**config.mk**
```make
export PLATFORM = sky130hd
export DESIGN_NAME = sig_edge_fifo
export DESIGN_NICKNAME = d
export VERILOG_FILES = /design/src/rtl/sig_edge_fifo.sv
export SDC_FILE = /design/constraint.sdc
export NUM_CORES = 1
export LEC_CHECK = 0
export CORE_UTILIZATION = 60
export CTS_CLUSTER_DIAMETER = 50
export DETAILED_ROUTE_END_ITERATION = 10
export PLACE_DENSITY = 0.84
export SLEW_MARGIN = 20
export SYNTH_ARGS = -nofsm -noshare
export SYNTH_HDL_FRONTEND = slang
export SYNTH_SLANG_ARGS = --single-unit
```
**constraint.sdc**
```tcl
create_clock -name clk -period 10.4 [get_ports clk]
set_input_delay 2.08 -clock clk [delete_from_list [all_inputs] [get_ports clk]]
set_output_delay 2.08 -clock clk [all_outputs]
set_load 0.01 [all_outputs]
```
**src/rtl/sig_edge_fifo.sv**
```systemverilog
// Dual timestamped edge queue: rise/fall strobes are logged into an LTR or RTL
// circular queue and popped one entry per cycle with a single-cycle read latency.
module sig_edge_fifo #(
  parameter int DEPTH     = 8,
  parameter int TIME_W    = 32,
  parameter int OVERWRITE = 1
) (
  input  logic                     clk,
  input  logic                     reset_n,
  input  logic                     dir,
  input  logic [TIME_W-1:0]        sig_time,
  input  logic                     sig_rise,
  input  logic                     sig_fall,
  input  logic                     rd_dir,
  input  logic                     rd_en,
  input  logic                     clr_flags,
  output logic                     rd_valid,
  output logic [TIME_W-1:0]        rd_time,
  output logic                     rd_is_rise,
  output logic                     rd_is_ltr,
  output logic [$clog2(DEPTH):0]   count_ltr,
  output logic [$clog2(DEPTH):0]   count_rtl,
  output logic                     empty_ltr,
  output logic                     empty_rtl,
  output logic                     full_ltr,
  output logic                     full_rtl,
  output logic                     ovf_ltr,
  output logic                     ovf_rtl,
  output logic                     glitch_err
);
  localparam int PW = $clog2(DEPTH);
  localparam int CW = PW + 1;

  typedef logic [TIME_W:0] entry_t;  // {timestamp, is_rise}

  // Index 0 = LTR queue, index 1 = RTL queue.
  entry_t              mem_q [2][DEPTH];
  logic [1:0][PW-1:0]  wptr_q, wptr_d, rptr_q, rptr_d;
  logic [1:0][CW-1:0]  cnt_q, cnt_d;
  logic [1:0]          ovf_q, ovf_d;
  logic [1:0]          push, pop, full, we;
  logic                glitch_q, glitch_d;
  logic                rd_valid_q, rd_valid_d;
  logic [TIME_W-1:0]   rd_time_q, rd_time_d;
  logic                rd_is_rise_q, rd_is_rise_d;
  logic                rd_is_ltr_q, rd_is_ltr_d;
  logic                edge_ok;

  assign edge_ok = sig_rise ^ sig_fall;

  always_comb begin
    wptr_d       = wptr_q;
    rptr_d       = rptr_q;
    cnt_d        = cnt_q;
    ovf_d        = ovf_q;
    push         = '0;
    pop          = '0;
    full         = '0;
    we           = '0;
    rd_valid_d   = 1'b0;
    rd_time_d    = rd_time_q;
    rd_is_rise_d = rd_is_rise_q;
    rd_is_ltr_d  = rd_is_ltr_q;
    for (int q = 0; q < 2; q++) begin
      push[q] = edge_ok && (dir == 1'(q));
      full[q] = (cnt_q[q] == CW'(DEPTH));
      // Pop is decided on registered occupancy, so a push never bypasses into an empty read.
      pop[q]  = rd_en && (rd_dir == 1'(q)) && (cnt_q[q] != '0);
      we[q]   = push[q] && (pop[q] || !full[q] || (OVERWRITE != 0));
      if (we[q])
        wptr_d[q] = wptr_q[q] + 1'b1;
      if (pop[q] || (push[q] && full[q] && (OVERWRITE != 0)))
        rptr_d[q] = rptr_q[q] + 1'b1;
      if (push[q] && !full[q] && !pop[q])
        cnt_d[q] = cnt_q[q] + 1'b1;
      else if (pop[q] && !push[q])
        cnt_d[q] = cnt_q[q] - 1'b1;
      if (push[q] && full[q] && !pop[q])
        ovf_d[q] = 1'b1;
      else if (clr_flags)
        ovf_d[q] = 1'b0;
      if (pop[q]) begin
        rd_valid_d   = 1'b1;
        rd_time_d    = mem_q[q][rptr_q[q]][TIME_W:1];
        rd_is_rise_d = mem_q[q][rptr_q[q]][0];
        rd_is_ltr_d  = (q == 0);
      end
    end
    if (sig_rise && sig_fall)
      glitch_d = 1'b1;
    else if (clr_flags)
      glitch_d = 1'b0;
    else
      glitch_d = glitch_q;
  end

  always_ff @(posedge clk) begin
    if (!reset_n) begin
      wptr_q       <= '0;
      rptr_q       <= '0;
      cnt_q        <= '0;
      ovf_q        <= '0;
      glitch_q     <= 1'b0;
      rd_valid_q   <= 1'b0;
      rd_time_q    <= '0;
      rd_is_rise_q <= 1'b0;
      rd_is_ltr_q  <= 1'b0;
    end else begin
      wptr_q       <= wptr_d;
      rptr_q       <= rptr_d;
      cnt_q        <= cnt_d;
      ovf_q        <= ovf_d;
      glitch_q     <= glitch_d;
      rd_valid_q   <= rd_valid_d;
      rd_time_q    <= rd_time_d;
      rd_is_rise_q <= rd_is_rise_d;
      rd_is_ltr_q  <= rd_is_ltr_d;
    end
  end

  // Storage is never reset; pointers alone define what is valid.
  always_ff @(posedge clk) begin
    if (reset_n) begin
      for (int q = 0; q < 2; q++)
        if (we[q]) mem_q[q][wptr_q[q]] <= {sig_time, sig_rise};
    end
  end

  assign rd_valid   = rd_valid_q;
  assign rd_time    = rd_time_q;
  assign rd_is_rise = rd_is_rise_q;
  assign rd_is_ltr  = rd_is_ltr_q;
  assign count_ltr  = cnt_q[0];
  assign count_rtl  = cnt_q[1];
  assign empty_ltr  = (cnt_q[0] == '0);
  assign empty_rtl  = (cnt_q[1] == '0);
  assign full_ltr   = full[0];
  assign full_rtl   = full[1];
  assign ovf_ltr    = ovf_q[0];
  assign ovf_rtl    = ovf_q[1];
  assign glitch_err = glitch_q;
endmodule

```
==> results of run 1 <==
## logic make-up (layout without fill, tap and decap cells)
family                     after synthesis  after routing
DFF                                    586            586
xor gates and xnor gates                 7              7
muxes                                  138            138
adders and majority gates               11             11
AOI/OAI and AO/OA                      130            130
buffers and inverters                   64            231
and+or+nand+nor                        141            141
## stage by stage
step                      total power [µW]  utilization
final                                 5450       0.7047
after global routing                  5610       0.7047
after CTS                             5478       0.7023
after detailed placement              3411       0.6506
after global placement                3388       0.6498
after floorplan                       3161            -
## Yosys cell counts (3+ instances only)
library cell	n	area, µm²
nor2b_1	35	219.0
mux4_2	132	2973
clkbuf_1	25	93.84
and2_1	4	25.02
a22oi_1	33	247.7
buf_6	4	45.04
or3_1	4	25.02
dfxtp_1	58	1161
nor2_1	48	180.2
a211oi_1	33	247.7
buf_4	3	22.52
nand2b_1	5	31.28
o21ai_0	6	30.03
buf_2	19	95.09
o31ai_1	33	247.7
nor3_1	15	75.07
nand3_1	3	15.01
nand2_1	17	63.81
buf_1	5	18.77
xnor2_1	5	43.79
ha_1	9	112.6
inv_1	7	26.28
edfxtp_1	528	15860
a21oi_1	11	55.05
mux2i_1	6	60.06
## worst reg2reg max path, stage by stage, from the launching register on
cell,delay (ns)
dfxtp_4,0.59
buf_6,0.65
mux4_2,0.64
nor2b_1,0.16
a211oi_1,0.45
o31ai_1,0.17
## power by group
| part | switching, µW | internal (µW) |
|---|---|---|
| registers | 90.3 | 2630 |
| logic | 308 | 339 |
| clock network | 865 | 1210 |
## placed cells by master, fill, tap and decap left out, types with 4 or more instances in the layout
cell type and count:
a211oi_1 33, a21oi_1 11, a22oi_1 33, and2_1 4, buf_4 21, bufinv_16 6
clkbuf_1 15, clkbuf_16 59, clkdlybuf4s50_1 89, clkinv_1 9, clkinv_2 9, dfxtp_1 53
dfxtp_4 4, edfxtp_1 528, ha_1 9, inv_1 7, mux2i_1 6, mux4_2 132
nand2_1 17, nand2b_1 5, nor2_1 42, nor2_4 6, nor2b_1 35, nor3_1 6
nor3_2 9, o21ai_0 6, o31ai_1 33, or3_1 4, xnor2_1 5
## how the worst min path moves through the flow
| stage | cells past startpoint | slack, ns | endpoint |
|---|---|---|---|
| 6_report | 2 | 0.49 | rd_is_ltr |
| 5_1_grt | 2 | 0.52 | rd_is_ltr |
| 4_1_cts | 2 | 0.49 | rd_is_ltr |
| 3_5_place_dp | 2 | 0.48 | rd_is_ltr |
| 3_3_place_gp | 2 | 0.47 | rd_is_ltr |
| 2_1_floorplan | 2 | 0.46 | wptr_q[0] |
## state kept, by name, indices dropped and copies added (netlist names)
name,count
rd_valid,1
glitch_err,1
mem_q,528
count_ltr,4
rd_time,32
rd_is_rise,1
count_rtl,4
rptr_q,6
wptr_q,6
rd_is_ltr,1
ovf_q,2
## routing by layer
| layer | vias to the layer above | routed length [µm] | GRT usage |
|---|---|---|---|
| met3 | 94 | 3454 | 0.04303 |
| met2 | 561 | 24710 | 0.4367 |
| met1 | 5842 | 18080 | 0.3433 |
| li1 | 4696 | - | - |
| met5 | - | 0 | 0 |
| met4 | 0 | 1181 | 0.07878 |
## area by class of cell
type                       instances  area share
sequential                       586      0.6602
multi-input combinational        427      0.1971
clock buffer                      77     0.06101
timing repair buffer             116     0.04544
tap                              468     0.02270
clock inverter                    30     0.01232
inverter                           8    0.001164
==> results.py, run 1 <==
metrics = {
    "run_status": {
        "status": "completed",
    },
    "clock_tree": {
        "cts_root_buf": "clkbuf_16",
        "cts_resized": 0,
        "cts_tree": "yes",
        "cts_buffers": 57,
        "clockBufferDepth": 3,
        "post_cts_buffers": 0,
        "cts_sinks": 586,
        "clk_pin_slew_worst_paths_ns": 0.06,
        "clkLatencyLatePin_ns": 0.61,
        "hold_buffers": 0,
        "h-tree-depth": 2,
    },
    "synth": {
        "syn_inst": 1077,
        "syn_nets": 1128,
        "synth-main-ff-cell": "edfxtp_1",
        "yosys.cell_types.count": 46,
        "yosys.area_share.xor_xnor": 0.002752,
        "synthAdderAreaFrac": 0.006851,
        "yosysSeqAreaShare": 0.7637,
        "yosys.area_share.simple": 0.03330,
        "syn_avg_cell_area_um2": 20.69,
        "muxShareOfSynthArea": 0.1361,
        "synth_top_family_by_area": "multiplexers",
        "synth-compound-area-share": 0.04358,
        "syn_area_um2": 22280,
        "ys_seq_elements": 586,
        "synthArstFlopShare": 0,
        "synth-edff-count": 528,
        "ys_warn_count": 0,
    },
    "critical_path": {
        "setup.worst_path.end": "mem_q[0][247]",
        "rrSetupSlack_ns": 7.61,
        "path_cells": "clkdlybuf4s50_1 -> clkinv_1 -> or3_1 -> nor2_4",
        "critPathRequiredTime_ns": 10.61,
        "slowest_stage": "clkdlybuf4s50_1",
        "r2r-end": "rd_time[0]",
        "crit_buf_inv": 2,
        "cp.depth": 4,
        "cp-start-kind": "input pin",
        "cp_slowest_stage_delay_ns": 0.99,
        "cp.arrival_ns": 5.33,
        "worstSetupPathType": "in2reg",
        "end_kind": "flop",
        "startpoint": "reset_n",
        "reg2reg_depth": 5,
        "crit_family": "buffers and inverters",
        "crit_fanout": 33,
        "reg2reg_from": "rptr_q[0]",
    },
    "floorplan": {
        "die_area_um2": 37910,
        "num_rows": 70,
        "die_height_um": 194.7,
        "start_util": 0.6086,
        "die_w_um": 194.7,
        "ioPinCount": 90,
        "coreArea_um2": 36610,
    },
    "cells_and_area": {
        "seqCellArea_um2": 17030,
        "diodes": 0,
        "design_area_um2": 25800,
        "syn2layout_area_growth_pct": 15.79,
        "drive_gt1_frac": 0.2211,
        "layoutNonFillerInstCount": 1712,
        "multi_input_area_um2": 5086,
        "fillers": 2103,
        "nets": 1247,
    },
    "timing": {
        "worst_pin_slew_ns": 1.102,
        "fin_skew_ns": 0.01482,
        "setup_viol": 0,
        "fin_tns_setup_ns": 0,
        "hold_violations": 0,
        "fmax_mhz": 195.1,
        "fin_crit_sh": 0.4928,
        "fin_ws_ns": 5.275,
        "slew_headroom": 0.2653,
        "grt_setup_unrepaired": "no",
        "fin_hold_ws_ns": 0.4897,
        "period_needed_ns": 5.125,
        "drv_slew": 0,
    },
    "place": {
        "gp_congestion": 0.7503,
        "dpl.hpwl_mm": 25.41,
        "place_area_um2": 23820,
        "dp.cells": 1601,
        "dp_slack_ns": 4.748,
        "port-buffer-count": 89,
    },
    "power": {
        "p_per_area_nw_per_um2": 211.2,
        "peakVddDrop_mv": 0.1520,
        "p_leak_uw": 0.008003,
    },
    "detailed_routing": {
        "wl_per_cell_um": 27.70,
        "routed_wl_mm": 47.43,
        "first_pass_iters": 5,
        "postRouteAntennaNets": 0,
        "num_vias": 11190,
        "drc_errors": 0,
        "drtIter0Drc": 1233,
        "viasPerCell": 6.538,
    },
    "global_routing": {
        "grt-ovfl-total": 0,
        "track_usage": 0.2565,
        "grt_max_degree": 69,
        "grt_pass1_wl_mm": 71.12,
        "antenna_found_initial": 0,
        "grt_pass1_vias": 11460,
    },
    "min_path": {
        "worstHoldStart": "rd_is_ltr",
        "min_path_type": "reg2reg",
    },
    "flow_run": {
        "timing.max_cap.violations": 0,
    },
}
Note: power is estimated with default switching activity, not from simulation.
==> run 2: changes to the inputs <==
- clock period: 10.4 -> 5.2 ns (I/O delays scaled with it)
==> run 2 against run 1 <==
Effect of this change: cell count grew 0.18%; global-route usage grew 0.13 points; combinational power grew 99%; count of clock-buffer cells in the layout shrank 4; total power grew 98%; sequential share of layout area grew 0.14 points; first-iteration DRC count shrank 20%; wire length shrank 0.15%; utilization shrank 0.15 points; sequential power grew 100%; clock skew shrank 0.00078 ns; largest cell class unchanged; largest power group unchanged.
==> results.py, run 2 (synthesized netlist as in run 1, its figures left out) <==
metrics = {
    "cells_and_area": {
        "final_cell_mix": "528 x edfxtp_1, 132 x mux4_2, 89 x clkdlybuf4s50_1, 57 x clkbuf_16, 53 x dfxtp_1",
        "nets": 1253,
        "mostFrequentLayoutCell": "edfxtp_1",
        "syn2layout_area_growth_pct": 15.54,
        "diodes": 0,
        "largest_register_ffs": 528,
        "drive_gt1_frac": 0.2181,
        "fillers": 2089,
        "final_util": 0.7032,
    },
    "clock_tree": {
        "hold_buffers": 0,
        "h-tree-depth": 2,
        "clockBufferDepth": 3,
        "clkLatencyLatePin_ns": 0.59,
        "cts_sinks": 586,
        "cts_buffers": 56,
        "cts_tree": "yes",
        "cts_root_buf": "clkbuf_16",
        "clk_pin_slew_worst_paths_ns": 0.06,
        "post_cts_buffers": 0,
        "cts_resized": 0,
    },
    "timing": {
        "fin_tns_setup_ns": 0,
        "fmax_mhz": 290.6,
        "setup_viol": 0,
        "grt_setup_unrepaired": "no",
        "drv_slew": 0,
        "slew_headroom": 0.2366,
        "fin_skew_ns": 0.01404,
        "worst_pin_slew_ns": 1.145,
        "period_needed_ns": 3.441,
        "hold_violations": 0,
        "fin_crit_sh": 0.6617,
    },
    "detailed_routing": {
        "viasPerCell": 6.517,
        "num_vias": 11180,
        "wl_per_cell_um": 27.61,
        "first_pass_iters": 5,
        "routed_wl_mm": 47.35,
        "drtIter0Drc": 986,
        "drc_errors": 0,
        "postRouteAntennaNets": 0,
    },
    "critical_path": {
        "critPathRequiredTime_ns": 4.16,
        "cp.arrival_ns": 2.40,
        "worstSetupPathType": "reg2out",
        "end_kind": "output port",
        "cp-start-kind": "flop",
        "crit_fanout": 8,
    },
    "floorplan": {
        "start_util": 0.6086,
        "die_area_um2": 37910,
        "num_rows": 70,
        "ioPinCount": 90,
        "die_height_um": 194.7,
        "die_w_um": 194.7,
        "coreArea_um2": 36610,
    },
    "place": {
        "dpl.hpwl_mm": 26.44,
        "gp_congestion": 0.7730,
        "port-buffer-count": 89,
    },
    "global_routing": {
        "grt_max_degree": 69,
        "grt_pass1_wl_mm": 71.52,
        "track_usage": 0.2579,
        "grt-ovfl-total": 0,
        "grt_pass1_vias": 11840,
        "antenna_found_initial": 0,
    },
    "power": {
        "peakVddDrop_mv": 0.2795,
        "p_leak_uw": 0.007986,
        "p_per_area_nw_per_um2": 418.3,
    },
    "flow_run": {
        "timing.max_cap.violations": 0,
    },
    "run_status": {
        "status": "completed",
    },
    "min_path": {
        "min_path_type": "reg2reg",
    },
}
-- run 2: changes by cell type in the layout (fill, tap and decap cells not counted), moves of 2 or more --
| cell | change |
|---|---|
| buf_12 | +3 |
| buf_16 | -2 |
| buf_4 | +9 |
| buf_8 | -2 |
| clkbuf_16 | -2 |
| clkinv_1 | +7 |
| clkinv_2 | -4 |
-- run 2: area by class of cell --
cell class / instances / area [µm²] / share of cell area
Clock buffer: 73 / 1506 / 0.05852
Clock inverter: 30 / 299.0 / 0.01162
Inverter: 8 / 30.03 / 0.001166
Multi-Input combinational cell: 427 / 5086 / 0.1976
Sequential cell: 586 / 17030 / 0.6616
Tap cell: 468 / 585.6 / 0.02275
Timing Repair Buffer: 123 / 1204 / 0.04676
-- run 2: stage by stage --
step | total power [µW] | instance area (µm²) | setup WS (ns) | std cells | hold slack, ns
2_1_floorplan | 6321 | 22280 | 0.03045 | 1077 | 0.4618
4_1_cts | 10830 | 25720 | 1.733 | 1714 | 0.5165
3_3_place_gp | 6813 | 23910 | 1.347 | 1611 | 0.4688
5_1_grt | 11100 | 25740 | 1.665 | 1715 | 0.5364
6_report | 10770 | 25740 | 1.759 | 1715 | 0.5054
3_5_place_dp | 6850 | 23910 | 1.338 | 1611 | 0.4798
-- run 2: worst max-delay path: stages, from the launching register on --
cell,delay (ns)
dfxtp_1,0.41
nor4_4,0.72
clkdlybuf4s50_1,0.67
-- run 2: power by group --
group	total, µW	switching [µW]	leakage (µW)	internal [µW]
clock	4010	1670	0.000880	2330
sequential	5480	209	0.00524	5270
combinational	1290	593	0.00187	692
total	10800	2470	0.00799	8290
-- run 2: routing by layer --
metal  GRT usage  share of wire  routed length, µm  vias up
met1      0.3364           0.38              18180     5865
met3     0.04355          0.069               3262       99
met2      0.4425           0.52              24610      497
met4     0.09083          0.028               1306        0
li1            -              -                  -     4716
met5           0              0                  0        -
-- run 2: path summary, 6_finish.rpt --
| check | startpoint | to | slack, ns | cells past startpoint |
|---|---|---|---|---|
| max | count_rtl[0] | empty_rtl | 1.76 | 2 |
| max reg2reg | count_rtl[0] | count_rtl[3] | 2.43 | 8 |
| min reg2reg | rd_is_ltr | rd_is_ltr | 0.51 | 2 |
| min | rd_is_ltr | rd_is_ltr | 0.51 | 2 |
==> run 3: changes to the inputs <==
- CORE_UTILIZATION: 60 -> 54
- PLACE_DENSITY: 0.84 -> 0.8
- clock period: 5.2 -> 2.8 ns (I/O delays scaled with it)
==> run 3 against run 2 <==
Effect of this change: register-to-register slack worse by 2.1 ns; clock power is 86% higher; flip-flop and latch count stayed put; clock skew is 0.0083 ns higher; global-route usage is 0.67 points lower; critical endpoint is now full_ltr; largest cell class unchanged; highest routed layer unchanged.
==> results.py, run 3 (synthesized netlist as in run 1, its figures left out) <==
metrics = {
    "run_status": {
        "status": "completed",
    },
    "global_routing": {
        "grt_max_degree": 43,
        "grt_pass1_wl_mm": 75.94,
        "track_usage": 0.2511,
        "grt-ovfl-total": 0,
        "antenna_found_initial": 0,
        "grt_pass1_vias": 11980,
    },
    "floorplan": {
        "coreArea_um2": 40740,
        "ioPinCount": 90,
        "num_rows": 74,
        "die_w_um": 205.1,
        "start_util": 0.5469,
        "die_area_um2": 42080,
        "die_height_um": 205.1,
    },
    "clock_tree": {
        "cts_buffers": 57,
        "h-tree-depth": 2,
        "hold_buffers": 0,
        "post_cts_buffers": 0,
        "cts_root_buf": "clkbuf_16",
        "clkLatencyLatePin_ns": 0.61,
        "clk_pin_slew_worst_paths_ns": 0.06,
        "clockBufferDepth": 3,
        "cts_resized": 4,
        "cts_tree": "yes",
        "cts_sinks": 586,
    },
    "timing": {
        "fin_tns_setup_ns": 0,
        "setup_viol": 0,
        "fin_skew_ns": 0.02233,
        "hold_violations": 0,
        "worst_pin_slew_ns": 0.7037,
        "slew_headroom": 0.5309,
        "drv_slew": 0,
        "period_needed_ns": 2.714,
        "fin_ws_ns": 0.08627,
        "fmax_mhz": 368.5,
        "fin_crit_sh": 0.9692,
        "grt_setup_unrepaired": "no",
    },
    "detailed_routing": {
        "first_pass_iters": 6,
        "viasPerCell": 6.248,
        "drc_errors": 0,
        "routed_wl_mm": 50.60,
        "postRouteAntennaNets": 0,
        "num_vias": 11430,
        "drtIter0Drc": 1270,
        "wl_per_cell_um": 27.66,
    },
    "cells_and_area": {
        "largest_register_ffs": 528,
        "nets": 1300,
        "diodes": 0,
        "final_cell_mix": "528 x edfxtp_1, 132 x mux4_2, 87 x clkdlybuf4s50_1, 59 x clkbuf_16, 51 x dfxtp_1",
        "design_area_um2": 26610,
        "drive_gt1_frac": 0.2591,
        "mostFrequentLayoutCell": "edfxtp_1",
        "layoutNonFillerInstCount": 1829,
        "syn2layout_area_growth_pct": 19.41,
    },
    "place": {
        "gp_congestion": 0.7857,
        "place_area_um2": 24760,
        "dp.cells": 1722,
        "dp_slack_ns": -0.1989,
        "dpl.hpwl_mm": 29.17,
        "port-buffer-count": 89,
    },
    "power": {
        "peakVddDrop_mv": 0.4703,
        "finalPower_uw": 20190,
        "p_leak_uw": 0.008339,
        "p_per_area_nw_per_um2": 759.0,
    },
    "critical_path": {
        "worstSetupPathType": "reg2out",
        "end_kind": "output port",
        "rrSetupSlack_ns": 0.36,
        "cp.arrival_ns": 2.15,
        "crit_fanout": 6,
        "cp-start-kind": "flop",
        "critPathRequiredTime_ns": 2.24,
    },
    "flow_run": {
        "timing.max_cap.violations": 0,
    },
    "min_path": {
        "min_path_type": "reg2reg",
    },
}
==> run 3: layout make-up <==
cell class | instances | area, µm²
Tap cell | 532 | 665.6
Inverter | 8 | 30.03
Multi-Input combinational cell | 427 | 5154
Clock buffer | 72 | 1575
Clock inverter | 35 | 262.8
Timing Repair Buffer | 169 | 1881
Fill cell | 2584 | 14130
Sequential cell | 586 | 17040
==> run 3: metrics by stage <==
stage                     hold WS [ns]  utilization
after detailed placement        0.4893       0.6078
after global placement          0.4826       0.6078
after global routing            0.5113       0.6531
after CTS                       0.5046       0.6529
final                           0.5082       0.6531
after floorplan                 0.4618            -
==> run 3: critical path, cell delays in order (launching register included) <==
cell             delay (ns)
dfxtp_1                0.31
buf_4                  0.16
nor4b_4                0.45
clkdlybuf4s50_1        0.63
==> run 3: final timing paths <==
| check | cells past startpoint | from | endpoint |
|---|---|---|---|
| setup / recovery | 3 | count_ltr[0] | full_ltr |
| hold / removal | 2 | ovf_q[0] | ovf_q[0] |
| setup reg to reg | 8 | count_ltr[3] | count_ltr[3] |
| hold reg to reg | 2 | ovf_q[0] | ovf_q[0] |
==> run 3: where the power goes <==
part           switching [µW]  internal, µW  leakage [µW]
clock                    3250          4190      0.000908
combinational            1280          1400       0.00219
sequential                280          9780       0.00524
total                    4820         15400       0.00834
==> run 3: routing by layer <==
layer / vias to the layer above / GRT usage / wire (µm)
met2: 533 / 0.4252 / 26090
met4: 0 / 0.1090 / 1964
li1: 4814 / - / -
met3: 121 / 0.03691 / 3213
met1: 5959 / 0.3252 / 19330
met5: - / 0 / 0
